--- src/rtl/pipelined_rca_adder.sv ---
// rtl/pipelined_rca_adder.sv - Pipelined ripple-carry adder/subtractor with valid/ready handshake
//
// Purpose: WIDTH-bit add/subtract split into STAGES equal slices. Each stage adds one
//          slice and registers the carry. Upper operand slices and finished result
//          slices ride alongside in skew and deskew registers.
// Ports:
//   clk        rising-edge clock
//   rst_n      asynchronous active-low reset
//   in_valid   operation on a/b/c_in/sub is valid
//   in_ready   block accepts an operation this cycle (combinational, !stall)
//   a, b       operands, WIDTH bits
//   c_in       carry in, ignored when sub=1
//   sub        1: s = a - b, 0: s = a + b + c_in
//   out_valid  s/c_out/ovf valid
//   out_ready  consumer accepts the result this cycle
//   s          result modulo 2^WIDTH
//   c_out      carry out of the MSB (1 = no borrow on subtract)
//   ovf        signed overflow
module pipelined_rca_adder #(
  parameter int WIDTH  = 64,
  parameter int STAGES = 4
) (
  input  logic             clk,
  input  logic             rst_n,
  input  logic             in_valid,
  output logic             in_ready,
  input  logic [WIDTH-1:0] a,
  input  logic [WIDTH-1:0] b,
  input  logic             c_in,
  input  logic             sub,
  output logic             out_valid,
  input  logic             out_ready,
  output logic [WIDTH-1:0] s,
  output logic             c_out,
  output logic             ovf
);

  localparam int SW = WIDTH / STAGES;

  if ((STAGES < 1) || (STAGES > WIDTH) || ((WIDTH % STAGES) != 0)) begin : g_bad_param
    $error("pipelined_rca_adder: WIDTH must be a multiple of STAGES and 1 <= STAGES <= WIDTH");
  end

  // The whole pipe freezes while the head result is waiting; bubbles are not squeezed out.
  logic w_stall;
  assign w_stall  = out_valid && !out_ready;
  assign in_ready = !w_stall;

  for (genvar k = 0; k < STAGES; k++) begin : g_stage
    // Operand bits not yet consumed when entering stage k; the low SW of them are added here.
    localparam int IW = WIDTH - k * SW;

    logic [IW-1:0]         w_a;
    logic [IW-1:0]         w_b;
    logic                  w_c;
    logic                  w_v;
    logic [SW:0]           w_sum;
    logic [(k+1)*SW-1:0]   w_s_nxt;

    logic                  r_v;
    logic                  r_c;
    logic [(k+1)*SW-1:0]   r_s;

    if (k == 0) begin : g_in
      // Subtraction folds into the first slice: a + ~b + 1.
      assign w_a     = a;
      assign w_b     = sub ? ~b : b;
      assign w_c     = sub | c_in;
      assign w_v     = in_valid && !w_stall;
      assign w_s_nxt = w_sum[SW-1:0];
    end else begin : g_in
      assign w_a     = g_stage[k-1].g_skew.r_a;
      assign w_b     = g_stage[k-1].g_skew.r_b;
      assign w_c     = g_stage[k-1].r_c;
      assign w_v     = g_stage[k-1].r_v;
      assign w_s_nxt = {w_sum[SW-1:0], g_stage[k-1].r_s};
    end

    assign w_sum = {1'b0, w_a[SW-1:0]} + {1'b0, w_b[SW-1:0]} + {{SW{1'b0}}, w_c};

    // Data only moves with a valid op so s/c_out/ovf stay put across bubbles.
    always_ff @(posedge clk or negedge rst_n) begin
      if (!rst_n) begin
        r_v <= 1'b0;
        r_c <= 1'b0;
        r_s <= '0;
      end else if (!w_stall) begin
        r_v <= w_v;
        if (w_v) begin
          r_c <= w_sum[SW];
          r_s <= w_s_nxt;
        end
      end
    end

    if (k < STAGES - 1) begin : g_skew
      logic [IW-SW-1:0] r_a;
      logic [IW-SW-1:0] r_b;

      always_ff @(posedge clk or negedge rst_n) begin
        if (!rst_n) begin
          r_a <= '0;
          r_b <= '0;
        end else if (!w_stall && w_v) begin
          r_a <= w_a[IW-1:SW];
          r_b <= w_b[IW-1:SW];
        end
      end
    end else begin : g_last
      logic r_ovf;

      // Carry into the MSB is recovered as a ^ b ^ sum at that bit.
      always_ff @(posedge clk or negedge rst_n) begin
        if (!rst_n) begin
          r_ovf <= 1'b0;
        end else if (!w_stall && w_v) begin
          r_ovf <= (w_a[SW-1] ^ w_b[SW-1] ^ w_sum[SW-1]) ^ w_sum[SW];
        end
      end
    end
  end

  assign out_valid = g_stage[STAGES-1].r_v;
  assign s         = g_stage[STAGES-1].r_s;
  assign c_out     = g_stage[STAGES-1].r_c;
  assign ovf       = g_stage[STAGES-1].g_last.r_ovf;

endmodule
--- config.mk ---
export PLATFORM = sky130hd
export DESIGN_NAME = pipelined_rca_adder
export DESIGN_NICKNAME = d
export VERILOG_FILES = /design/src/rtl/pipelined_rca_adder.sv
export SDC_FILE = /design/constraint.sdc
export NUM_CORES = 1
export LEC_CHECK = 0
export CAP_MARGIN = 0
export CORE_MARGIN = 2
export CORE_UTILIZATION = 56
export CTS_CLUSTER_SIZE = 25
export DETAILED_ROUTE_END_ITERATION = 6
export PLACE_DENSITY = 0.8
export SYNTH_ARGS = -nofsm -noshare
export SYNTH_HDL_FRONTEND = slang
export SYNTH_SLANG_ARGS = --single-unit
export TNS_END_PERCENT = 50
--- constraint.sdc ---
create_clock -name clk -period 2.7 [get_ports clk]
set_clock_uncertainty 0.05 [all_clocks]
set_input_delay 0.27 -clock clk [delete_from_list [all_inputs] [get_ports clk]]
set_output_delay 0.27 -clock clk [all_outputs]
set_load 0.05 [all_outputs]
==> impl_metrics.env <==
export IMPL_hpwl_um=26600
export IMPL_clockBufferDepth=3
export IMPL_hold_viol=0
export IMPL_dp_cells=2346
export IMPL_final_cells=2418
export IMPL_gp_congestion=0.906
export IMPL_placeableCoreArea_um2=29700
export IMPL_end_kind="register"
export IMPL_synthCells=1809
export IMPL_ys_ff_latch=361
export IMPL_synthesis_area_um2=16900
export IMPL_power_density_nw_per_um2=1200
export IMPL_clock_fmax_mhz=393
export IMPL_portBuffers=201
export IMPL_synth_flop_cell="dfrtp_1"
export IMPL_synth_top_area_share_pct=53.3
export IMPL_rsz0062_at_grt="false"
export IMPL_totalWireLength_um=38700
export IMPL_grt_max_degree=87
export IMPL_synth_simple_area_share_pct=19.3
export IMPL_yosys_top_cells_count="nand2_1 (733), dfrtp_1 (361), o21ai_0 (93)"
export IMPL_cp_start_kind="register"
export IMPL_synth_area_leaders="dfrtp_1 (53%), nand2_1 (16%), ha_1 (4.4%), xnor2_1 (3.5%), mux2_2 (3.4%)"
export IMPL_synth_edff_count=0
export IMPL_muxShareOfSynthArea_pct=3.86
export IMPL_slew_headroom_pct=59.6
export IMPL_ys_types=63
export IMPL_place_area_um2=19600
export IMPL_place_ws_ps=-207
export IMPL_power_leakage_uw=0.0102
export IMPL_drv_slew=0
export IMPL_drt_iter0_markers=1045
export IMPL_grt_pass1_wl_um=64400
export IMPL_synth_compound_area_share_pct=10.3
export IMPL_period_share_pct=94.2
export IMPL_ir_worst_vdd_mv=0.688
export IMPL_cts_buffers_inserted=39
export IMPL_setup_ws_ps=157
export IMPL_cts_sinks=361
export IMPL_fp_dieW_um=178
export IMPL_post_route_drc_count=0
export IMPL_synthArstFlopShare_pct=100
export IMPL_hold_path_class="input pin to register"
export IMPL_area_delta_synth_final_pct=23.9
export IMPL_cts_setup_buffers=0
export IMPL_worst_pin_slew_ps=606
export IMPL_yosysWarnings=0
export IMPL_grt_use_total_pct=25.1
export IMPL_cp_max_fo=4
export IMPL_synth_top_family_by_area="simple AND/OR/NAND/NOR gates"
export IMPL_stdcell_area_um2=21000
export IMPL_finalNetCount=2200
export IMPL_synthAdderAreaFrac_pct=5.38
export IMPL_vias_per_cell=5.48
export IMPL_seq_area_frac_synth_pct=53.3
export IMPL_dr_pass1_iters=5
export IMPL_wire_per_inst_um=16.0
export IMPL_critPathArrivalTime_ps=2880
export IMPL_clock_latency_ps=520
export IMPL_critPathKind="register to register"
export IMPL_root_buffer="clkbuf_16"
export IMPL_grt_pass1_vias=13537
export IMPL_ant_nets=0
export IMPL_yosysMostFrequentCell="nand2_1"
export IMPL_h_tree_depth=2
export IMPL_vias=13247
export IMPL_synthXorXnorAreaFrac_pct=5.17
export IMPL_max_cap_viol_count=0
export IMPL_fin_crit_ps=2540
export IMPL_setup_viol=0
export IMPL_synth_area_per_cell_um2=9.37
export IMPL_ios=202
export IMPL_critPathRequiredTime_ps=3040
export IMPL_cts_tree="done"
export IMPL_synth_top_cell_by_area="dfrtp_1"
export IMPL_dieArea_um2=31700
export IMPL_initial_core_util_pct=57.0
export IMPL_die_h_um=178
export IMPL_antenna_found_initial=3
export IMPL_status="finished clean"
export IMPL_synth_nets=2011
export IMPL_grt_overflow=0
export IMPL_clk_pin_slew_ps=60
export IMPL_row_count=63
export IMPL_layout_drive_gt1_share_pct=8.98
## per-layer routing
metal	track usage, %	vias up	share of wire (%)
met3	3.60	96	4.9
li1	-	6338	-
met4	10.0	2	3.6
met1	32.8	6446	43
met5	0	-	0.034
met2	42.4	365	49
## worst max-delay path, stage by stage, from the launching register on
cell and delay (ps):
dfrtp_1 410, fa_1 500, fa_2 410, a211oi_2 250
o21ai_1 150, nand2_1 120, o221ai_2 160, a221oi_2 250
o22ai_1 120
## sequential cells by signal (all words and copies together) (netlist names)
name                flops
c_out                   1
g_stage.g_skew.r_a     96
g_stage.g_skew.r_b     96
g_stage.r_c             3
g_stage.r_s            96
g_stage.r_v             3
out_valid               1
ovf                     1
s                      64
## per-stage QoR
step	power, µW	util [%]	hold slack [ps]	TNS, ps
floorplan	16200	-	-75.6	0
global placement	19000	65.9	234	-610
detailed placement	19500	65.9	245	-948
CTS	25200	70.6	208	0
global route	26800	70.7	228	0
finish	25100	70.7	224	0
## final timing paths
path	slack, ps	depth (start not counted)	startpoint	to
min	220	3	a[51]	g_stage[0].g_skew.r_a[35]
max	160	8	g_stage[0].r_c	g_stage[1].r_c
min reg2reg	410	2	g_stage[0].g_skew.r_b[47]	g_stage[1].g_skew.r_b[31]
max in group asynchronous	1430	3	rst_n	g_stage[1].g_skew.r_b[4]
max reg2reg	160	8	g_stage[0].r_c	g_stage[1].r_c
min in group asynchronous	280	2	rst_n	g_stage[2].r_s[11]
## cells in the final DEF, fill, tap and decap left out, types with 6 or more instances in the layout
cell,Yosys,final
a211oi_1,15,12
a21o_1,20,20
a21oi_1,52,51
a31oi_1,9,9
buf_12,0,17
buf_4,0,20
clkbuf_16,0,41
clkbuf_8,0,14
clkdlybuf4s50_1,0,198
dfrtp_1,361,361
fa_2,0,6
ha_1,60,60
inv_1,22,22
mux2_2,51,51
mux2i_1,8,8
nand2_1,733,729
nand3_1,16,16
nor2_1,35,35
nor3_1,8,8
nor3b_1,10,10
o21a_1,11,11
o21ai_0,93,93
o21ai_1,25,25
o31ai_1,11,11
xnor2_1,67,67
xor2_1,33,33
## layout make-up
class	count	area, µm²
flip-flops and latches	361	9030
fillers	2176	8720
multi-input cells	1337	7530
repair buffers	237	2500
clock buffers	59	1230
well taps	390	488
clock inverters	10	135
inverters	22	82.6
diodes	2	5.00
## kinds of logic (layout without fill, tap and decap cells)
family                     Yosys count  after routing
and+or+nand+nor                    829            829
adders and majority gates           68             68
other                                0              2
DFF                                361            361
buffers and inverters              111            328
muxes                               59             59
xor gates and xnor gates           100            100
AOI/OAI and AO/OA                  281            281
## report_power, final
group          total [µW]  switching [µW]  internal [µW]
clock                5560            2120           3440
combinational       10600            6470           4180
sequential           8890            1280           7610
## repair_timing
action	CTS	global route
endpoints found under the hold margin	60	0
setup endpoints to repair	2	11
hold buffers	1	0
resized for setup	2	7
(Power assumes the default switching activity.)
